### src/rtl/round_pkg.sv
// rtl/round_pkg.sv - shared encodings, field geometry and result type for round_pipe
package round_pkg;

  localparam int M_W    = 106;
  localparam int FRAC_W = 52;

  typedef enum logic [1:0] {
    PREC_FP16 = 2'b00,
    PREC_FP32 = 2'b01,
    PREC_FP64 = 2'b10,
    PREC_RSVD = 2'b11
  } prec_e;

  typedef enum logic [1:0] {
    RND_RNE     = 2'b00,
    RND_RTZ     = 2'b01,
    RND_HUP     = 2'b10,
    RND_RNE_ALT = 2'b11
  } rnd_e;

  localparam int F_FP64   = 52;
  localparam int F_FP32   = 23;
  localparam int F_FP16   = 10;
  localparam int LSB_FP64 = 0;
  localparam int LSB_FP32 = 58;
  localparam int LSB_FP16 = 82;

  typedef struct packed {
    logic [FRAC_W-1:0] norm;
    logic [1:0]        exp_delta;
    logic              inexact;
    logic              zero;
    logic              illegal;
  } rnd_result_t;

  // Clears product bits below the selected field so they never reach sticky.
  function automatic logic [M_W-1:0] field_mask(input prec_e p);
    case (p)
      PREC_FP32: field_mask = {M_W{1'b1}} << LSB_FP32;
      PREC_FP16: field_mask = {M_W{1'b1}} << LSB_FP16;
      default:   field_mask = {M_W{1'b1}} << LSB_FP64;
    endcase
  endfunction

endpackage

### src/rtl/rnd_core.sv
// rtl/rnd_core.sv - combinational increment/carry stage producing the rounded result
module rnd_core
  import round_pkg::*;
(
  input  logic [FRAC_W-1:0] i_kept,
  input  logic              i_guard,
  input  logic              i_sticky,
  input  logic              i_s,
  input  prec_e             i_prec,
  input  rnd_e              i_mode,
  input  logic              i_zero,
  input  logic              i_illegal,
  output rnd_result_t       o_res
);

  logic              w_inc;
  logic [FRAC_W:0]   w_sum;
  logic              w_c;

  always_comb begin
    w_inc = 1'b0;
    case (i_mode)
      RND_RTZ: w_inc = 1'b0;
      RND_HUP: w_inc = i_guard;
      default: w_inc = i_guard & (i_sticky | i_kept[0]);
    endcase
  end

  // Kept is zero-extended, so the carry for narrow formats lands at bit F.
  always_comb begin
    w_sum = {1'b0, i_kept} + {{FRAC_W{1'b0}}, w_inc};
    w_c   = 1'b0;
    case (i_prec)
      PREC_FP64: w_c = w_sum[F_FP64];
      PREC_FP32: w_c = w_sum[F_FP32];
      PREC_FP16: w_c = w_sum[F_FP16];
      default:   w_c = 1'b0;
    endcase
  end

  always_comb begin
    o_res = '0;
    if (i_illegal) begin
      o_res.illegal = 1'b1;
    end else if (i_zero) begin
      o_res.zero = 1'b1;
    end else begin
      o_res.norm      = w_c ? '0 : w_sum[FRAC_W-1:0];
      o_res.exp_delta = {1'b0, i_s} + {1'b0, w_c};
      o_res.inexact   = i_guard | i_sticky;
    end
  end

endmodule

### src/rtl/round_pipe.sv
// rtl/round_pipe.sv - two-stage handshaked normalise-and-round of multiplier mantissa products
module round_pipe
  import round_pkg::*;
#(
  parameter int WIDTH = 106,
  parameter int TAG_W = 8
) (
  input  logic              clk,
  input  logic              rst,
  input  logic              in_valid,
  output logic              in_ready,
  input  logic [WIDTH-1:0]  data_in,
  input  logic [1:0]        precision,
  input  logic [1:0]        rnd_mode,
  input  logic [TAG_W-1:0]  tag_in,
  output logic              out_valid,
  input  logic              out_ready,
  output logic [51:0]       norm_out,
  output logic [1:0]        exp_delta,
  output logic              inexact,
  output logic              zero,
  output logic              illegal,
  output logic [TAG_W-1:0]  tag_out
);

  logic [M_W-1:0]    w_f;
  logic [M_W-2:0]    w_sh;
  logic              w_s, w_nz, w_g, w_st;
  logic [FRAC_W-1:0] w_kept;
  logic              w_s1_adv, w_s2_adv;
  rnd_result_t       w_res;

  logic              r1_valid, r1_s, r1_g, r1_st, r1_zero, r1_illegal;
  logic [FRAC_W-1:0] r1_kept;
  prec_e             r1_prec;
  rnd_e              r1_mode;
  logic [TAG_W-1:0]  r1_tag;
  logic              r2_valid;
  rnd_result_t       r2_res;
  logic [TAG_W-1:0]  r2_tag;

  // After masking, every field starts at bit 105, so one shift aligns both cases.
  always_comb begin
    w_f  = data_in[WIDTH-1 -: M_W] & field_mask(prec_e'(precision));
    w_s  = w_f[M_W-1];
    w_nz = w_f[M_W-1] | w_f[M_W-2];
    w_sh = w_s ? w_f[M_W-2:0] : {w_f[M_W-3:0], 1'b0};
    w_kept = '0;
    w_g    = 1'b0;
    w_st   = 1'b0;
    case (prec_e'(precision))
      PREC_FP64: begin
        w_kept = w_sh[104 -: F_FP64];
        w_g    = w_sh[104-F_FP64];
        w_st   = |w_sh[103-F_FP64:0];
      end
      PREC_FP32: begin
        w_kept = {{(FRAC_W-F_FP32){1'b0}}, w_sh[104 -: F_FP32]};
        w_g    = w_sh[104-F_FP32];
        w_st   = |w_sh[103-F_FP32:0];
      end
      PREC_FP16: begin
        w_kept = {{(FRAC_W-F_FP16){1'b0}}, w_sh[104 -: F_FP16]};
        w_g    = w_sh[104-F_FP16];
        w_st   = |w_sh[103-F_FP16:0];
      end
      default: ;
    endcase
  end

  assign w_s2_adv = !r2_valid | out_ready;
  assign w_s1_adv = !r1_valid | w_s2_adv;
  assign in_ready = w_s1_adv;

  rnd_core u_rnd_core (
    .i_kept    (r1_kept),
    .i_guard   (r1_g),
    .i_sticky  (r1_st),
    .i_s       (r1_s),
    .i_prec    (r1_prec),
    .i_mode    (r1_mode),
    .i_zero    (r1_zero),
    .i_illegal (r1_illegal),
    .o_res     (w_res)
  );

  always_ff @(posedge clk) begin
    if (rst) begin
      r1_valid   <= 1'b0;
      r1_s       <= 1'b0;
      r1_g       <= 1'b0;
      r1_st      <= 1'b0;
      r1_zero    <= 1'b0;
      r1_illegal <= 1'b0;
      r1_kept    <= '0;
      r1_prec    <= PREC_FP16;
      r1_mode    <= RND_RNE;
      r1_tag     <= '0;
      r2_valid   <= 1'b0;
      r2_res     <= '0;
      r2_tag     <= '0;
    end else begin
      if (w_s1_adv) begin
        r1_valid <= in_valid;
        if (in_valid) begin
          r1_s       <= w_s;
          r1_g       <= w_g;
          r1_st      <= w_st;
          r1_zero    <= !w_nz;
          r1_illegal <= (prec_e'(precision) == PREC_RSVD);
          r1_kept    <= w_kept;
          r1_prec    <= prec_e'(precision);
          r1_mode    <= rnd_e'(rnd_mode);
          r1_tag     <= tag_in;
        end
      end
      if (w_s2_adv) begin
        r2_valid <= r1_valid;
        if (r1_valid) begin
          r2_res <= w_res;
          r2_tag <= r1_tag;
        end
      end
    end
  end

  assign out_valid = r2_valid;
  assign norm_out  = r2_res.norm;
  assign exp_delta = r2_res.exp_delta;
  assign inexact   = r2_res.inexact;
  assign zero      = r2_res.zero;
  assign illegal   = r2_res.illegal;
  assign tag_out   = r2_tag;

endmodule

### config.mk
export PLATFORM = sky130hd
export DESIGN_NAME = round_pipe
export DESIGN_NICKNAME = d
export VERILOG_FILES = /design/src/rtl/round_pkg.sv /design/src/rtl/rnd_core.sv /design/src/rtl/round_pipe.sv
export SDC_FILE = /design/constraint.sdc
export NUM_CORES = 1
export LEC_CHECK = 0
export ABC_CLOCK_PERIOD_IN_PS = 3640
export CORE_MARGIN = 2
export CORE_UTILIZATION = 40
export CTS_BUF_LIST = sky130_fd_sc_hd__clkbuf_8
export DETAILED_ROUTE_END_ITERATION = 12
export PLACE_DENSITY = 0.82
export SYNTH_ARGS = -nofsm -noshare
export SYNTH_HDL_FRONTEND = slang
export SYNTH_HIERARCHICAL = 1
export SYNTH_SLANG_ARGS = --single-unit
### constraint.sdc
create_clock -name clk -period 3.64 [get_ports clk]
set_clock_uncertainty 0.2 [all_clocks]
set_input_delay 0.91 -clock clk [delete_from_list [all_inputs] [get_ports clk]]
set_output_delay 0.91 -clock clk [all_outputs]
set_load 0.01 [all_outputs]
==> summary.md <==
| Metric | Value |
|---|---|
| Outcome | `finished, final reports clean` |
| Starting Density | `40.4%` |
| Leak | `3.35 nW` |
| FMAX | `0.294 GHz` |
| Ports | `189` |
| Clock power frac | `36.4%` |
| Hold Crit Class | `flip-flop to flip-flop` |
| Syn nets | `1,116` |
| Top FF cell, synth | `dfxtp_1` |
| CTS tree | `yes` |
| Fillers | `1,705` |
| Cells after synthesis | `990` |
| Worst skew pair latency | `0.46 ns` |
| Critical path class | `flip-flop to flip-flop` |
| Max Cap Viol | `0` |
| P_sw | `0.998 mW` |
| Worst Path Arrival | `3.60 ns` |
| H-tree levels | `4` |
| Routed WL | `24,800 um` |
| Layout cells sized above 1 | `7.28%` |
| CTS Root Cell | `clkbuf_8` |
| Yosys cell types | `49` |
| Pin count of the biggest net entering global routing | `66` |
| Port Buffer Count | `188` |
| Slew HR | `55.5%` |
| Gr usage total | `24.9%` |
| Warnings from Yosys | `6` |
| Maximum vdd drop | `0.000215 V` |
| Clock buffer depth | `2` |
| TritonRoute pass-1 iters | `8` |
| DR WL/cell | `17.9 um` |
| Synthesized area | `7510 um^2` |
| Die width | `141 um` |
| CP Launch Type | `flip-flop` |
| Synth area leaders | `dfxtp_1 36%, nand2_1 9.0%, a21oi_1 7.5%, mux2i_1 7.1%, nor3_1 6.1%` |
| Antenna violations before repair | `0` |
| RSZ-0062 raised after global routing | `no` |
| EDFF count, synth | `0` |
| Area Growth Syn to Fin | `33.9%` |
| Seq/Total Area, Yosys | `36.3%` |
| Drt initial violations | `774` |
| Post-route cell area | `10,100 um^2` |
| Cts repair resizes | `0` |
| Placed Instance Area | `9640 um^2` |
| Setup violators final | `0` |
| Antenna cells | `0` |
| Number of vias per cell | `5.79` |
| Sw Share | `28.7%` |
| First-pass GRT wire length | `39,600 um` |
| Sequential power share | `45.9%` |
| Total gr overflow | `0` |
| Final slew viol count | `0` |
| Critical path required time | `3.83 ns` |
| Combinational power share | `17.7%` |
| Seq. cell area | `2720 um^2` |
| Post-synthesis register bit count | `136` |
| DRC | `0` |
| Vias in the first global route | `7,391` |
| TritonCTS buffer count | `17` |
| Area of the die | `19,900 um^2` |
| Row count | `50` |
| Element type at the critical path end | `flip-flop` |
| Layout Utilization | `54.1%` |
| Setup TNS | `0 ns` |
| Critical path peak fanout | `5` |
| Final Wtd Congestion | `0.968` |
| NumNets Final | `1,267` |
| Worst Tran Pin Value | `0.668 ns` |
| Period utilization | `93.5%` |
| Hold Slack | `0.251 ns` |
| Synth top area share | `36.3%` |
| Power Density | `346 nW/um^2` |
| Sinks on Clock Net | `136` |
| Fin crit period | `3.40 ns` |
| Post-DP HPWL | `18,400 um` |
| Final Hold Fails | `0` |
| Vert. Die Dim | `141 um` |
| Syn Area/Cell | `7.59 um^2` |
| Ys async rst share | `0%` |
| PnR Total Power | `3.48 mW` |
| Int Power | `2.48 mW` |
| Core footprint | `18,600 um^2` |
| Routed Antenna Nets | `0` |
| Most area-hungry cell type in the Yosys netlist | `dfxtp_1` |
| Area occupied by multi-input gates | `4450 um^2` |
| Clock transition at path regs | `0.08 ns` |
| Vias | `8,040` |
[cells by family after synthesis]
logic type | after synthesis | synth area share (%)
AOI/OAI and AO/OA | 197 | 15.5
DFF | 136 | 36.3
muxes | 64 | 8.71
and+or+nand+nor | 457 | 29.3
buffers and inverters | 92 | 4.92
xor gates and xnor gates | 40 | 4.67
adders and majority gates | 4 | 0.666
[path summary, 6_finish.rpt]
path / startpoint / endpoint / slack [ns] / cells after the start
hold reg to reg: r1_tag[0] / tag_out[0] / 0.25 / 2
setup / recovery: r1_mode[0] / norm_out[42] / 0.24 / 12
hold / removal: r1_tag[0] / tag_out[0] / 0.25 / 2
setup reg to reg: r1_mode[0] / norm_out[42] / 0.24 / 12
[cell type report]
cell class	count	area share [%]
clock buffer	20	2.74
clock inverter	12	1.24
inverter	10	0.373
multi-input combinational	762	44.2
sequential	136	27.1
tap	234	2.91
timing repair buffer	214	21.4
[synthesized netlist by cell type (2+ instances only)]
library cell    n
o21ai_0        33
o221ai_1       24
xnor2_1        32
mux2_2         11
nand4b_1        2
nand4_1        14
a21oi_1       113
and3_1          8
nor4b_1         3
xor2_1          8
o31ai_1         4
inv_1          10
nor4_1         28
ha_1            4
or3_1           8
buf_2          16
and2_1          6
nor3_1         92
or4_4           2
dfxtp_1       136
nand3_1        18
a211oi_1       10
nand2_1       181
nand2b_1        3
buf_1           8
or4_1           8
mux2i_1        53
nand4_4         2
nor2_1         67
clkbuf_1       57
a211oi_2        2
nor2b_1         2
and4_1          9
[power by group through the flow]
stage | logic, mW | registers, mW | clock network (mW)
after global placement | 0.591 | 1.63 | 0
final | 0.615 | 1.60 | 1.27
after CTS | 0.605 | 1.60 | 1.29
after detailed placement | 0.602 | 1.63 | 0
after floorplan | 0.309 | 1.62 | 0
after global routing | 0.662 | 1.61 | 1.35
[flip-flops by register name (all words and copies together) (netlist names)]
| signal | flops |
|---|---|
| tag_out | 8 |
| r1_tag | 8 |
| out_valid | 1 |
| inexact | 1 |
| r1_s | 1 |
| exp_delta | 2 |
| r1_g | 1 |
| norm_out | 52 |
| r1_kept | 52 |
| zero | 1 |
| r1_st | 1 |
| r1_zero | 1 |
| r1_illegal | 1 |
| r1_prec | 2 |
| r1_mode | 2 |
| r1_valid | 1 |
| illegal | 1 |
[per-stage QoR]
stage               cells  setup WS (ns)
CTS                  1386          0.273
global placement     1354          0.347
finish               1388          0.236
global route         1388         0.0186
detailed placement   1354          0.283
floorplan             990         0.0517
[critical path, stage by stage (launching register included)]
cell	delay, ns
dfxtp_1	0.33
inv_1	0.04
ha_1	0.28
o21ai_0	0.08
a21oi_1	0.18
ha_1	0.25
nand4_4	0.13
or3_1	0.45
or3_1	0.46
or4_4	0.51
a211oi_2	0.24
nand2_1	0.07
a21oi_1	0.11
[cell usage in the layout, fill, tap and decap left out, types with 7 or more instances in the layout]
cell	instances
or3_1	8
inv_1	11
o221ai_1	24
xnor2_1	32
clkbuf_8	20
nor4_1	28
and3_1	8
buf_12	7
nor2_1	67
xor2_1	8
clkdlybuf4s50_1	186
o21ai_0	33
mux2i_1	53
dfxtp_1	136
nand3_1	18
and4_1	9
or4_1	8
mux2_2	11
nand4_1	14
nor3_1	92
buf_4	20
a21oi_1	113
nand2_1	179
a211oi_1	10
[layer usage]
metal	up-vias	global-route usage, %	part of all wire [%]
li1	3841	-	-
met1	3752	33.8	44
met2	385	38.6	45
met3	62	5.37	7.6
met4	0	10.4	3.5
met5	-	0	0
[repair_timing]
action | 4_1_cts | 5_1_grt
buffers inserted | 0 | 2
endpoints found under the setup margin | 0 | 3
hold endpoints to repair | 0 | 0
hold buffers | 0 | 0
(Power assumes the default switching activity.)
